### src/rtl/mem_burst_port_pkg.sv
// Shared types and helpers for the byte-serial memory burst port.
package mem_burst_pkg;

  typedef enum logic [1:0] {
    IDLE,
    XFER,
    DONE
  } state_t;

  localparam logic OP_LOAD  = 1'b0;
  localparam logic OP_STORE = 1'b1;

  function automatic int nbytes(input int data_width);
    return data_width / 8;
  endfunction

  // Byte index width; a single-byte word still needs a 1-bit counter.
  function automatic int idx_width(input int n);
    return (n > 1) ? $clog2(n) : 1;
  endfunction

endpackage

### src/rtl/mem_burst_port_if.sv
// Request, response and 8-bit memory signals of the burst port.
interface mem_burst_port_if #(
  parameter int DATA_WIDTH = 16,
  parameter int ADDR_WIDTH = 16
);
  logic                  Start;
  logic                  Op;
  logic [ADDR_WIDTH-1:0] BaseAddr;
  logic [DATA_WIDTH-1:0] WrData;
  logic                  Busy;
  logic                  Done;
  logic [DATA_WIDTH-1:0] RdData;
  logic [ADDR_WIDTH-1:0] NextAddr;
  logic [ADDR_WIDTH-1:0] Mem_Address;
  logic [7:0]            Mem_Data;
  logic                  Mem_WR;
  logic                  Mem_CS;
  logic [7:0]            Mem_Q;

  modport slave (
    input  Start, Op, BaseAddr, WrData, Mem_Q,
    output Busy, Done, RdData, NextAddr, Mem_Address, Mem_Data, Mem_WR, Mem_CS
  );

  modport master (
    output Start, Op, BaseAddr, WrData, Mem_Q,
    input  Busy, Done, RdData, NextAddr, Mem_Address, Mem_Data, Mem_WR, Mem_CS
  );

endinterface

### src/rtl/mem_burst_port_byte_lane_select.sv
// Maps byte index k to its word lane: store byte extract and load-capture lane mask.
module byte_lane_select
  import mem_burst_pkg::*;
#(
  parameter  int DATA_WIDTH = 16,
  parameter  int BIG_ENDIAN = 0,
  localparam int NBYTES     = nbytes(DATA_WIDTH),
  localparam int KW         = idx_width(NBYTES)
) (
  input  logic [KW-1:0]         k,
  input  logic [DATA_WIDTH-1:0] data,
  output logic [7:0]            store_byte,
  output logic [DATA_WIDTH-1:0] lane_mask
);

  logic [KW-1:0] lane;

  assign lane = (BIG_ENDIAN != 0) ? KW'(NBYTES - 1) - k : k;

  always_comb begin
    store_byte = '0;
    lane_mask  = '0;
    for (int i = 0; i < NBYTES; i++) begin
      if (lane == KW'(i)) begin
        store_byte          = data[8*i +: 8];
        lane_mask[8*i +: 8] = '1;
      end
    end
  end

endmodule

### src/rtl/mem_burst_port.sv
// Moves one word to/from 8-bit memory as NBYTES byte accesses; Done NBYTES+1 cycles after Start.
// Start is only accepted in IDLE or DONE; Start during a burst is dropped, not queued.
module mem_burst_port
  import mem_burst_pkg::*;
#(
  parameter int DATA_WIDTH = 16,
  parameter int ADDR_WIDTH = 16,
  parameter int BIG_ENDIAN = 0
) (
  input logic             Clock,
  input logic             Reset,
  mem_burst_port_if.slave bus
);

  localparam int            NBYTES = nbytes(DATA_WIDTH);
  localparam int            KW     = idx_width(NBYTES);
  localparam logic [KW-1:0] K_LAST = KW'(NBYTES - 1);

  state_t                state, state_nxt;
  logic                  accept;
  logic                  last;
  logic [KW-1:0]         k;
  logic                  op_q;
  logic [ADDR_WIDTH-1:0] base_q;
  logic [ADDR_WIDTH-1:0] next_q;
  logic [DATA_WIDTH-1:0] wdata_q;
  logic [DATA_WIDTH-1:0] shadow;
  logic [DATA_WIDTH-1:0] shadow_nxt;
  logic [DATA_WIDTH-1:0] rd_q;
  logic [DATA_WIDTH-1:0] lane_mask;
  logic [7:0]            store_byte;
  logic                  busy;
  logic                  done;
  logic                  mem_cs;
  logic                  mem_wr;
  logic [ADDR_WIDTH-1:0] mem_addr;
  logic [7:0]            mem_dat;

  byte_lane_select #(
    .DATA_WIDTH(DATA_WIDTH),
    .BIG_ENDIAN(BIG_ENDIAN)
  ) u_lane (
    .k         (k),
    .data      (wdata_q),
    .store_byte(store_byte),
    .lane_mask (lane_mask)
  );

  assign last = (k == K_LAST);

  // The last byte is merged here so RdData can load the full word on the edge entering DONE.
  assign shadow_nxt = (shadow & ~lane_mask) | ({NBYTES{bus.Mem_Q}} & lane_mask);

  always_comb begin
    state_nxt = state;
    accept    = 1'b0;
    busy      = 1'b0;
    done      = 1'b0;
    mem_cs    = 1'b1;
    mem_wr    = 1'b0;
    mem_addr  = '0;
    mem_dat   = '0;
    case (state)
      IDLE: accept = bus.Start;
      XFER: begin
        busy     = 1'b1;
        mem_cs   = 1'b0;
        mem_addr = base_q + ADDR_WIDTH'(k);
        if (op_q == OP_STORE) begin
          mem_wr  = 1'b1;
          mem_dat = store_byte;
        end
        if (last) state_nxt = DONE;
      end
      DONE: begin
        done      = 1'b1;
        accept    = bus.Start;
        state_nxt = IDLE;
      end
      default: state_nxt = IDLE;
    endcase
    if (accept) state_nxt = XFER;
  end

  always_ff @(posedge Clock or negedge Reset) begin
    if (!Reset) begin
      state   <= IDLE;
      k       <= '0;
      op_q    <= OP_LOAD;
      base_q  <= '0;
      wdata_q <= '0;
      shadow  <= '0;
      rd_q    <= '0;
      next_q  <= '0;
    end else begin
      state <= state_nxt;
      if (accept) begin
        op_q    <= bus.Op;
        base_q  <= bus.BaseAddr;
        wdata_q <= bus.WrData;
        k       <= '0;
      end else if (state == XFER) begin
        k <= last ? '0 : k + 1'b1;
      end
      if (state == XFER && op_q == OP_LOAD) shadow <= shadow_nxt;
      if (state == XFER && last) begin
        next_q <= base_q + ADDR_WIDTH'(NBYTES);
        if (op_q == OP_LOAD) rd_q <= shadow_nxt;
      end
    end
  end

  assign bus.Busy        = busy;
  assign bus.Done        = done;
  assign bus.RdData      = rd_q;
  assign bus.NextAddr    = next_q;
  assign bus.Mem_Address = mem_addr;
  assign bus.Mem_Data    = mem_dat;
  assign bus.Mem_WR      = mem_wr;
  assign bus.Mem_CS      = mem_cs;

endmodule

### src/flat_wrapper.sv
// flat-port wrapper written by rule: the top's interface ports become plain ports
module mem_burst_port_flat import mem_burst_pkg::*;
#(
  parameter int DATA_WIDTH = 16,
  parameter int ADDR_WIDTH = 16,
  parameter int BIG_ENDIAN = 0
)
  (Clock, Reset, bus_Start, bus_Op, bus_BaseAddr, bus_WrData, bus_Mem_Q, bus_Busy, bus_Done, bus_RdData, bus_NextAddr, bus_Mem_Address, bus_Mem_Data, bus_Mem_WR, bus_Mem_CS);
  mem_burst_port_if #(.DATA_WIDTH(DATA_WIDTH), .ADDR_WIDTH(ADDR_WIDTH)) bus_i ();
  input logic Clock;
  input logic Reset;
  input wire logic [$bits(bus_i.Start)-1:0] bus_Start;
  input wire logic [$bits(bus_i.Op)-1:0] bus_Op;
  input wire logic [$bits(bus_i.BaseAddr)-1:0] bus_BaseAddr;
  input wire logic [$bits(bus_i.WrData)-1:0] bus_WrData;
  input wire logic [$bits(bus_i.Mem_Q)-1:0] bus_Mem_Q;
  output wire logic [$bits(bus_i.Busy)-1:0] bus_Busy;
  output wire logic [$bits(bus_i.Done)-1:0] bus_Done;
  output wire logic [$bits(bus_i.RdData)-1:0] bus_RdData;
  output wire logic [$bits(bus_i.NextAddr)-1:0] bus_NextAddr;
  output wire logic [$bits(bus_i.Mem_Address)-1:0] bus_Mem_Address;
  output wire logic [$bits(bus_i.Mem_Data)-1:0] bus_Mem_Data;
  output wire logic [$bits(bus_i.Mem_WR)-1:0] bus_Mem_WR;
  output wire logic [$bits(bus_i.Mem_CS)-1:0] bus_Mem_CS;
  assign bus_i.Start = bus_Start;
  assign bus_i.Op = bus_Op;
  assign bus_i.BaseAddr = bus_BaseAddr;
  assign bus_i.WrData = bus_WrData;
  assign bus_i.Mem_Q = bus_Mem_Q;
  assign bus_Busy = bus_i.Busy;
  assign bus_Done = bus_i.Done;
  assign bus_RdData = bus_i.RdData;
  assign bus_NextAddr = bus_i.NextAddr;
  assign bus_Mem_Address = bus_i.Mem_Address;
  assign bus_Mem_Data = bus_i.Mem_Data;
  assign bus_Mem_WR = bus_i.Mem_WR;
  assign bus_Mem_CS = bus_i.Mem_CS;
  mem_burst_port #(.DATA_WIDTH(DATA_WIDTH), .ADDR_WIDTH(ADDR_WIDTH), .BIG_ENDIAN(BIG_ENDIAN)) u_core (.Clock(Clock), .Reset(Reset), .bus(bus_i));
endmodule
### config.mk
export PLATFORM = sky130hd
export DESIGN_NAME = mem_burst_port_flat
export DESIGN_NICKNAME = d
export VERILOG_FILES = /design/src/rtl/mem_burst_port_pkg.sv /design/src/rtl/mem_burst_port_if.sv /design/src/rtl/mem_burst_port_byte_lane_select.sv /design/src/rtl/mem_burst_port.sv /design/src/flat_wrapper.sv
export SDC_FILE = /design/constraint.sdc
export NUM_CORES = 1
export LEC_CHECK = 0
export BUFFER_PORTS_ARGS = -buffer_cell sky130_fd_sc_hd__buf_2
export CAP_MARGIN = 20
export CORE_MARGIN = 2
export CORE_UTILIZATION = 52
export CTS_CLUSTER_DIAMETER = 40
export CTS_CLUSTER_SIZE = 10
export DETAILED_ROUTE_END_ITERATION = 12
export PLACE_DENSITY_LB_ADDON = 0.1
export SYNTH_ARGS = -nofsm -noshare
export SYNTH_HDL_FRONTEND = slang
export SYNTH_SLANG_ARGS = --single-unit
### constraint.sdc
create_clock -name Clock -period 1.8 [get_ports Clock]
set_input_delay 0.18 -clock Clock [delete_from_list [all_inputs] [get_ports Clock]]
set_output_delay 0.18 -clock Clock [all_outputs]
set_load 0.02 [all_outputs]
==> flow_summary.toml, run 1 <==
[outcome]
status = "finished with violations"
violations = "setup timing"

[sta]
fin_crit_sh = 1.08
clock_skew_ps = 11.6
fmax_ghz = 0.513
final.setup.worst_slack_ps = -150
period_needed_ps = 1950
worstMarginPinSlew_ps = 631
final_max_slew_viol_count = 0
setup_viol = 13
fin_tns_setup_ps = -1100
whs_ps = 27.5
hold_viol = 0
maxSlewHeadroom = 0.579
grt_setup_unrepaired = "true"

[route]
wirelength_mm = 7.93
wl_met1_mm = 3.72
drtIter0Drc = 149
top_layer = "met4"
met3_length_um = 440
route.vias.total = 2804
wl_met2_mm = 3.64
first_pass_iters = 5
ant_nets = 0
drc = 0
vias_per_cell = 5.18
avgRoutedWirePerCell_um = 14.7

[worst_setup_path]
required_ps = 1620
crit_fanout = 6
arrival_ps = 1770
cp-start-kind = "register"
path_class = "reg2out"
worstSetupEndpointType = "output pin"

[clock_tree]
cts_root_buffer = "clkbuf_8"
clkLatencyLatePin_ps = 350
cts_tree = "built"
clk_pin_slew_ps = 90
h-tree-depth = 3
numCtsBuffers = 9
clock-sinks = 76
cts.path.max_buffers = 2

[power_and_ir_drop]
switching_power_w = 0.00404
p_per_area_nw_per_um2 = 1940
leakagePower_nw = 2.28
finalPower_w = 0.00922
internal_power_w = 0.00518
clockPowerShare = 0.133
sw_frac_of_total = 0.438
ir_drop_mv = 0.906
pwr-share-seq = 0.343
p_comb_frac = 0.524

[final_layout]
layout-drive-gt1-share = 0.492
syn_to_final_growth_pct = 30.7
nNetsFinal = 504
antenna_cells = 0
design_area_um2 = 4740

[floorplan]
die_h_um = 87.5
core_um2 = 6760
die_area_um2 = 7660
rows = 30
die_x_um = 87.5
start_util = 0.537
ioPinCount = 104

[global_routing]
grt_pass1_vias = 2677
grt_max_degree = 47
gr-usage-all-layers = 0.215
antenna_found_initial = 0
grt_pass1_wl_mm = 12.6
overflow = 0

[placement]
place_area_um2 = 4300
gp_congestion = 0.844
dp_hpwl_mm = 5.56
port_buffers = 103

[synthesis]
synth_area_leaders = "dfrtp_1 52%, mux2_2 13%, nand2_1 7.1%"
synth.largest_area_cell = "dfrtp_1"
yosys_warnings = 0
syn_area_um2 = 3630
synth.avg_cell_area_um2 = 10.9
synth.top_cell.area_share = 0.524
ys_ff_latch = 76
netlist_instances = 333
syn_nets = 381
ys_seq_area_frac = 0.524
ys_types = 32

[run]
max_cap_viol_count = 0

[worst_hold_path]
hp-class = "in2reg"
cell type report:
type                            count  area (um^2)
Fill cell                         550         2020
Sequential cell                    76         1910
Multi-Input combinational cell    230         1730
Timing Repair Buffer              135          802
Clock buffer                        9          124
Tap cell                           80          100
Clock inverter                      7         62.6
Inverter                            4         17.5
state kept, by name, indices dropped and copies added (netlist names):
| name | flops |
|---|---|
| u_core.bus.NextAddr | 16 |
| u_core.shadow | 8 |
| u_core.k | 1 |
| u_core.base_q | 16 |
| u_core.op_q | 1 |
| u_core.state | 2 |
| u_core.bus.RdData | 16 |
| u_core.wdata_q | 16 |
power groups by stage:
| stage | Combinational, W | Clock, W | Sequential, W |
|---|---|---|---|
| 2_1_floorplan | 0.00274 | 0 | 0.00345 |
| 3_3_place_gp | 0.00438 | 0 | 0.00313 |
| 3_5_place_dp | 0.00444 | 0 | 0.00317 |
| 4_1_cts | 0.00471 | 0.00126 | 0.00314 |
| 5_1_grt | 0.00528 | 0.00132 | 0.00327 |
| 6_report | 0.00483 | 0.00123 | 0.00316 |
cells in the final DEF, fill, tap and decap left out, types with 3 or more instances in the layout:
| cell type | instances |
|---|---|
| buf_2 | 95 |
| dfrtp_1 | 72 |
| nand2_1 | 66 |
| mux2_2 | 43 |
| buf_4 | 35 |
| nor2_1 | 23 |
| xnor2_1 | 21 |
| clkbuf_8 | 9 |
| mux2i_1 | 8 |
| o21ai_0 | 8 |
| nand4_1 | 5 |
| nor3_1 | 5 |
| xor2_1 | 5 |
| o21ai_1 | 5 |
| nor4_4 | 4 |
| nor4_2 | 4 |
| inv_6 | 4 |
| dfrtp_2 | 4 |
| nand3_1 | 3 |
| inv_1 | 3 |
| buf_6 | 3 |
timing repair:
action	4_1_cts	5_1_grt
hold buffers	1	0
gates resized for setup	23	17
cloned	1	0
pin swaps	13	6
endpoints found under the hold margin	44	0
setup buffers	8	2
setup endpoints to repair	39	22
cells in the mapped netlist:
library cell  number
nor2b_1            2
nor3_2             1
nand3b_1           1
dfrtp_1           76
ha_1               4
buf_4              4
and2_1             2
inv_1              4
nand2_1           69
xnor2_1           21
o21ai_2            2
clkbuf_2           1
mux2_2            43
o21bai_1           1
buf_2             13
o21ai_0            8
nor3_4             1
nor2_1            25
or3_1              2
buf_1              1
clkbuf_1           4
nand4_1            5
xor2_1             5
nand4_4            1
nor3_1             7
nand3_1            4
nor4_2             8
or2_2              1
o21ai_1            5
nand2b_1           1
mux2i_1            8
a21oi_1            3
cell families (layout without fill, tap and decap cells):
kind of cell | Yosys count | in the layout | share of synthesized area
AOI/OAI and AO/OA | 19 | 19 | 0.0290
xor gates and xnor gates | 26 | 26 | 0.0628
adders and majority gates | 4 | 4 | 0.0138
buffers and inverters | 27 | 155 | 0.0369
DFF | 76 | 76 | 0.524
muxes | 51 | 51 | 0.156
and+or+nand+nor | 130 | 130 | 0.178
per-layer routing:
| metal | vias up | track usage |
|---|---|---|
| li1 | 1366 | - |
| met1 | 1344 | 0.313 |
| met2 | 82 | 0.313 |
| met3 | 12 | 0.0436 |
| met4 | 0 | 0.0909 |
| met5 | - | 0 |
stage by stage:
step,utilization,instances,setup slack (ps)
after floorplan,-,333,69.0
after global routing,0.701,541,-226
after detailed placement,0.636,513,-35.7
final,0.701,541,-150
after CTS,0.689,539,-141
after global placement,0.636,513,41.3
worst max-delay path, stage by stage (launching register included):
cell	delay [ps]
dfrtp_1	400
ha_4	180
ha_4	170
nand2_8	80
or3_4	330
a21oi_2	140
buf_6	130
worst paths after layout:
check | startpoint | end | slack [ps] | cells past startpoint
max | u_core.base_q[0]$_DFFE_PN0P_ | bus_Mem_Address[6] | -150 | 6
min | bus_Mem_Q[2] | u_core.bus.RdData[10]$_DFFE_PN0P_ | 30 | 3
max reg2reg | u_core.k$_DFFE_PN0P_ | u_core.bus.RdData[3]$_DFFE_PN0P_ | 190 | 5
min reg2reg | u_core.shadow[4]$_DFFE_PN0P_ | u_core.bus.RdData[4]$_DFFE_PN0P_ | 470 | 2
max in group asynchronous | Reset | u_core.base_q[12]$_DFFE_PN0P_ | 830 | 3
min in group asynchronous | Reset | u_core.bus.NextAddr[15]$_DFFE_PN0P_ | 380 | 2
Note: power is estimated with default switching activity, not from simulation.
==> inputs of run 2 (changes only) <==
--- a/constraint.sdc
+++ b/constraint.sdc
@@ -3,2 +3,2 @@
 set_output_delay 0.18 -clock Clock [all_outputs]
-set_load 0.02 [all_outputs]
+set_load 0.005 [all_outputs]
==> flow_summary.toml, run 2 (same netlist as run 1, synthesis figures left out) <==
[sta]
period_needed_ps = 1940
fin_crit_sh = 1.08
fmax_ghz = 0.516
setup_viol = 10
whs_ps = 16.1
grt_setup_unrepaired = "true"
worstMarginPinSlew_ps = 638
clock_skew_ps = 9.84
final_max_slew_viol_count = 0
maxSlewHeadroom = 0.574
final.setup.worst_slack_ps = -140
hold_viol = 0
fin_tns_setup_ps = -827

[clock_tree]
h-tree-depth = 3
clkLatencyLatePin_ps = 360
numCtsBuffers = 9
clk_pin_slew_ps = 90
clock-sinks = 76
cts_root_buffer = "clkbuf_8"
cts.path.max_buffers = 2
cts_tree = "built"

[global_routing]
antenna_found_initial = 0
grt_pass1_vias = 2614
overflow = 0
grt_max_degree = 41
gr-usage-all-layers = 0.214
grt_pass1_wl_mm = 12.6

[floorplan]
die_x_um = 87.5
die_h_um = 87.5
core_um2 = 6760
die_area_um2 = 7660
rows = 30
ioPinCount = 104
start_util = 0.537

[worst_setup_path]
cp_slowest_cell = "dfrtp_1"
worstReg2RegEnd = "u_core.bus.NextAddr[15]$_DFFE_PN0P_"
cp-start-kind = "register"
rrSetupSlack_ps = 140
crit_chain = "ha_4 -> ha_4 -> nand2_4 -> or3_1 -> a21oi_2 -> buf_2"
required_ps = 1620
worst_path_most_repeated_cell = "ha_4"
max_stage_delay_ps = 410
r2r_start = "u_core.base_q[8]$_DFFE_PN0P_"
reg2regPathDepth = 6
path_class = "reg2out"
worstSetupEndpointType = "output pin"
crit_fanout = 6
arrival_ps = 1760

[route]
wirelength_mm = 7.85
vias_per_cell = 5.08
drtIter0Drc = 118
first_pass_iters = 4
route.vias.total = 2745
avgRoutedWirePerCell_um = 14.5
drc = 0
ant_nets = 0

[power_and_ir_drop]
sw_frac_of_total = 0.381
p_per_area_nw_per_um2 = 1790
ir_drop_mv = 0.802
finalPower_w = 0.00840
pwr-share-seq = 0.373
switching_power_w = 0.00321
p_comb_frac = 0.465
leakagePower_nw = 2.27
internal_power_w = 0.00520
clockPowerShare = 0.162

[worst_hold_path]
min_to = "u_core.bus.RdData[10]$_DFFE_PN0P_"
hp-class = "in2reg"
whs_path_depth = 3
hp-start = "bus_Mem_Q[2]"

[outcome]
violations = "setup timing"
status = "finished with violations"

[final_layout]
layout-drive-gt1-share = 0.480
layout_common_cells = "102 x buf_2, 73 x dfrtp_1, 66 x nand2_1"
syn_to_final_growth_pct = 29.5
final_common_cell = "buf_2"
antenna_cells = 0
nNetsFinal = 503
fillCellCount = 543

[run]
max_cap_viol_count = 0

[placement]
port_buffers = 103
pre_cts_ws_ps = -32.8
gp_congestion = 0.823
dp_hpwl_mm = 5.52
## run 2: cell count changes in the layout (fill, tap and decap cells not counted), sizes merged
cell    delta
buf        -1
bufinv     +1
inv        -1
## run 2: timing repair
| item | 4_1_cts | 5_1_grt |
|---|---|---|
| buffers inserted | 12 | 1 |
| hold buffers | 1 | 0 |
| setup endpoints to repair | 37 | 23 |
| gates resized for setup | 18 | 5 |
| endpoints found under the hold margin | 38 | 0 |
| gates cloned | 0 | 0 |
| pin swaps | 5 | 7 |
## run 2: how the worst max path moves through the flow
stage / slack, ps / start / end / cells past startpoint
after detailed placement: -30 / u_core.k$_DFFE_PN0P_ / u_core.bus.RdData[1]$_DFFE_PN0P_ / 5
after CTS: -150 / u_core.k$_DFFE_PN0P_ / bus_Mem_Address[12] / 7
after global routing: -230 / u_core.base_q[0]$_DFFE_PN0P_ / bus_Mem_Address[6] / 6
after floorplan: 210 / u_core.k$_DFFE_PN0P_ / bus_Mem_Address[6] / 5
after global placement: 20 / u_core.k$_DFFE_PN0P_ / u_core.bus.RdData[5]$_DFFE_PN0P_ / 5
final: -140 / u_core.base_q[0]$_DFFE_PN0P_ / bus_Mem_Address[6] / 6
## run 2: per-layer routing
| metal | track usage | vias to the layer above | part of all wire |
|---|---|---|---|
| met4 | 0.0811 | 0 | 0.017 |
| met2 | 0.304 | 73 | 0.45 |
| met5 | 0 | - | 0 |
| met1 | 0.309 | 1296 | 0.47 |
| li1 | - | 1365 | - |
| met3 | 0.0635 | 11 | 0.061 |
## run 2: power groups by stage
stage | logic, W | registers, W | clock network (W)
final | 0.00391 | 0.00313 | 0.00136
after global routing | 0.00434 | 0.00326 | 0.00148
after CTS | 0.00390 | 0.00314 | 0.00141
after detailed placement | 0.00359 | 0.00318 | 0
after global placement | 0.00352 | 0.00315 | 0
after floorplan | 0.00237 | 0.00306 | 0
## run 2: final cells by class
| cell class | count | area, um^2 | area share |
|---|---|---|---|
| clock buffer | 9 | 124 | 0.0264 |
| clock inverter | 7 | 81.3 | 0.0173 |
| inverter | 4 | 15.0 | 0.00320 |
| multi-input combinational | 230 | 1700 | 0.362 |
| sequential | 76 | 1910 | 0.406 |
| tap | 80 | 100 | 0.0213 |
| timing repair buffer | 134 | 769 | 0.164 |
## run 2: critical path, delay by kind of cell (launching register included)
kind | cells | cell delay (ps)
AOI/OAI and AO/OA | 1 | 120
adders and majority gates | 2 | 340
buffers and inverters | 1 | 120
DFF | 1 | 410
and+or+nand+nor | 2 | 410
## run 2: per-stage QoR
step,area [um^2],std cells,util
floorplan,3630,333,-
global placement,4270,510,0.633
detailed placement,4270,510,0.633
CTS,4660,539,0.689
global route,4700,540,0.695
finish,4700,540,0.695
==> inputs of run 3 (changes only) <==
Settings changed: ABC_AREA set to 1.
==> flow_summary.toml, run 3 <==
[outcome]
status = "finished with violations"
violations = "setup timing"

[global_routing]
grt_pass1_wl_mm = 14.6
gr-usage-all-layers = 0.243
antenna_found_initial = 0
overflow = 0
grt_max_degree = 40
grt_pass1_vias = 3216

[floorplan]
start_util = 0.540
ioPinCount = 104
die_h_um = 88.0
core_um2 = 6790
rows = 30
die_area_um2 = 7740
die_x_um = 88.0

[synthesis]
synth_area_leaders = "dfrtp_1 52%, nand2_1 15%, mux2_2 5.8%"
synth_flop_cell = "dfrtp_1"
syn_nets = 485
synth_edf_count = 0
synth_common_cells = "146 x nand2_1, 76 x dfrtp_1, 53 x nor2_1"
synth.avg_cell_area_um2 = 8.39
ys_ff_latch = 76
synth_most_common_cell = "nand2_1"
netlist_instances = 437
async_reset_ff_frac = 1.00
ys_types = 28
synth.largest_area_cell = "dfrtp_1"
syn_area_um2 = 3670
synth.top_cell.area_share = 0.519
yosys_warnings = 0
ys_seq_area_frac = 0.519

[route]
ant_nets = 0
wirelength_mm = 9.06
vias_per_cell = 5.03
drtIter0Drc = 234
drc = 0
route.vias.total = 3336
first_pass_iters = 4
avgRoutedWirePerCell_um = 13.7

[sta]
clock_skew_ps = 11.4
maxSlewHeadroom = 0.663
final_max_slew_viol_count = 0
fmax_ghz = 0.519
grt_setup_unrepaired = "true"
setup_viol = 11
fin_crit_sh = 1.07
hold_viol = 0
period_needed_ps = 1930
final.setup.worst_slack_ps = -127
worstMarginPinSlew_ps = 506

[power_and_ir_drop]
leakagePower_nw = 2.49
p_per_area_nw_per_um2 = 1800
finalPower_w = 0.00868
ir_drop_mv = 0.843

[final_layout]
final_common_cell = "nand2_1"
multi_input_area_um2 = 1740
fillCellCount = 575
seqCellArea_um2 = 1910
syn_to_final_growth_pct = 31.4
layout_common_cells = "132 x nand2_1, 102 x buf_2, 71 x dfrtp_1"
antenna_cells = 0
nNetsFinal = 610
layout-drive-gt1-share = 0.383

[worst_hold_path]
whs_path_depth = 3
min_to = "u_core.shadow[2]$_DFFE_PN0P_"
hp-class = "in2reg"
hp-start = "bus_Mem_Q[2]"

[placement]
pre_cts_ws_ps = 116
dp_hpwl_mm = 6.17
gp_congestion = 0.896
port_buffers = 103

[worst_setup_path]
path_class = "reg2out"
crit_fanout = 3
rrSetupSlack_ps = 280
r2r_start = "u_core.k$_DFFE_PN0P_"
worstReg2RegEnd = "u_core.bus.RdData[15]$_DFFE_PN0P_"
worstSetupEndpointType = "output pin"
reg2regPathDepth = 7
cp-start-kind = "register"
arrival_ps = 1750
required_ps = 1620

[clock_tree]
cts.path.max_buffers = 2
h-tree-depth = 3
clkLatencyLatePin_ps = 350
numCtsBuffers = 9
clock-sinks = 76
cts_root_buffer = "clkbuf_8"
cts_tree = "built"
clk_pin_slew_ps = 90

[run]
max_cap_viol_count = 0
[run 3: cell count changes in the layout (fill, tap and decap cells not counted), sizes merged, moves of 17 or more]
cell / previous run / this run
xnor2: 21 / 1
mux2: 43 / 19
nand3: 4 / 21
nor2: 25 / 58
a21oi: 3 / 28
nand2: 69 / 150
inv: 8 / 31
[run 3: report_power, final]
group | switching (W) | internal, W | total, W
sequential | 0.000595 | 0.00255 | 0.00314
combinational | 0.00248 | 0.00184 | 0.00432
clock | 0.000696 | 0.000518 | 0.00121
total | 0.00377 | 0.00491 | 0.00868
[run 3: how the worst max path moves through the flow]
stage                                       startpoint             endpoint  slack, ps  cells past startpoint
after global routing      u_core.base_q[0]$_DFFE_PN0P_  bus_Mem_Address[14]       -230                      9
after global placement    u_core.base_q[0]$_DFFE_PN0P_  bus_Mem_Address[14]        180                     10
final                     u_core.base_q[0]$_DFFE_PN0P_  bus_Mem_Address[14]       -130                      9
after detailed placement  u_core.base_q[0]$_DFFE_PN0P_  bus_Mem_Address[14]        120                     10
after CTS                         u_core.k$_DFFE_PN0P_  bus_Mem_Address[14]        -80                     10
after floorplan           u_core.base_q[0]$_DFFE_PN0P_  bus_Mem_Address[10]        360                      7
[run 3: area by class of cell]
class / count / area share
Timing Repair Buffer: 130 / 0.156
Inverter: 29 / 0.0249
Clock buffer: 9 / 0.0257
Clock inverter: 7 / 0.0117
Multi-Input combinational cell: 316 / 0.361
Tap cell: 96 / 0.0249
Sequential cell: 76 / 0.396
[run 3: critical path: stages, from the launching register on]
cell	delay (ps)
dfrtp_1	410
ha_4	200
ha_4	160
nand2_2	70
inv_2	90
nand3_4	90
nor2_4	120
nor2_1	50
nor2_1	100
buf_2	110
[run 3: timing repair]
item	in CTS	in global routing
setup endpoints to repair	16	21
pin swaps	19	13
hold buffers	1	0
hold endpoints to repair	38	0
gates resized for setup	35	26
buffers inserted	10	4
[run 3: logic make-up after synthesis]
group,after synthesis,synth area share
buf+inv,45,0.0594
compound gates,55,0.0771
xor+xnor,2,0.00478
fa+ha+maj,4,0.0136
simple gates,236,0.268
mux,19,0.0583
flops,76,0.519
[run 3: through the flow]
| step | cells | TNS [ps] | area [um^2] | utilization | hold WS, ps |
|---|---|---|---|---|---|
| 6_report | 663 | -697 | 4820 | 0.709 | 38.5 |
| 5_1_grt | 663 | -2030 | 4820 | 0.709 | 42.9 |
| 4_1_cts | 659 | -540 | 4700 | 0.691 | 30.4 |
| 3_5_place_dp | 632 | 0 | 4310 | 0.634 | 188 |
| 3_3_place_gp | 632 | 0 | 4310 | 0.634 | 184 |
| 2_1_floorplan | 437 | 0 | 3670 | - | -116 |
[run 3: layer usage]
| layer | part of all wire | global-route usage |
|---|---|---|
| met2 | 0.50 | 0.407 |
| met1 | 0.41 | 0.303 |
| met3 | 0.062 | 0.0490 |
| met4 | 0.025 | 0.115 |
| met5 | 0 | 0 |
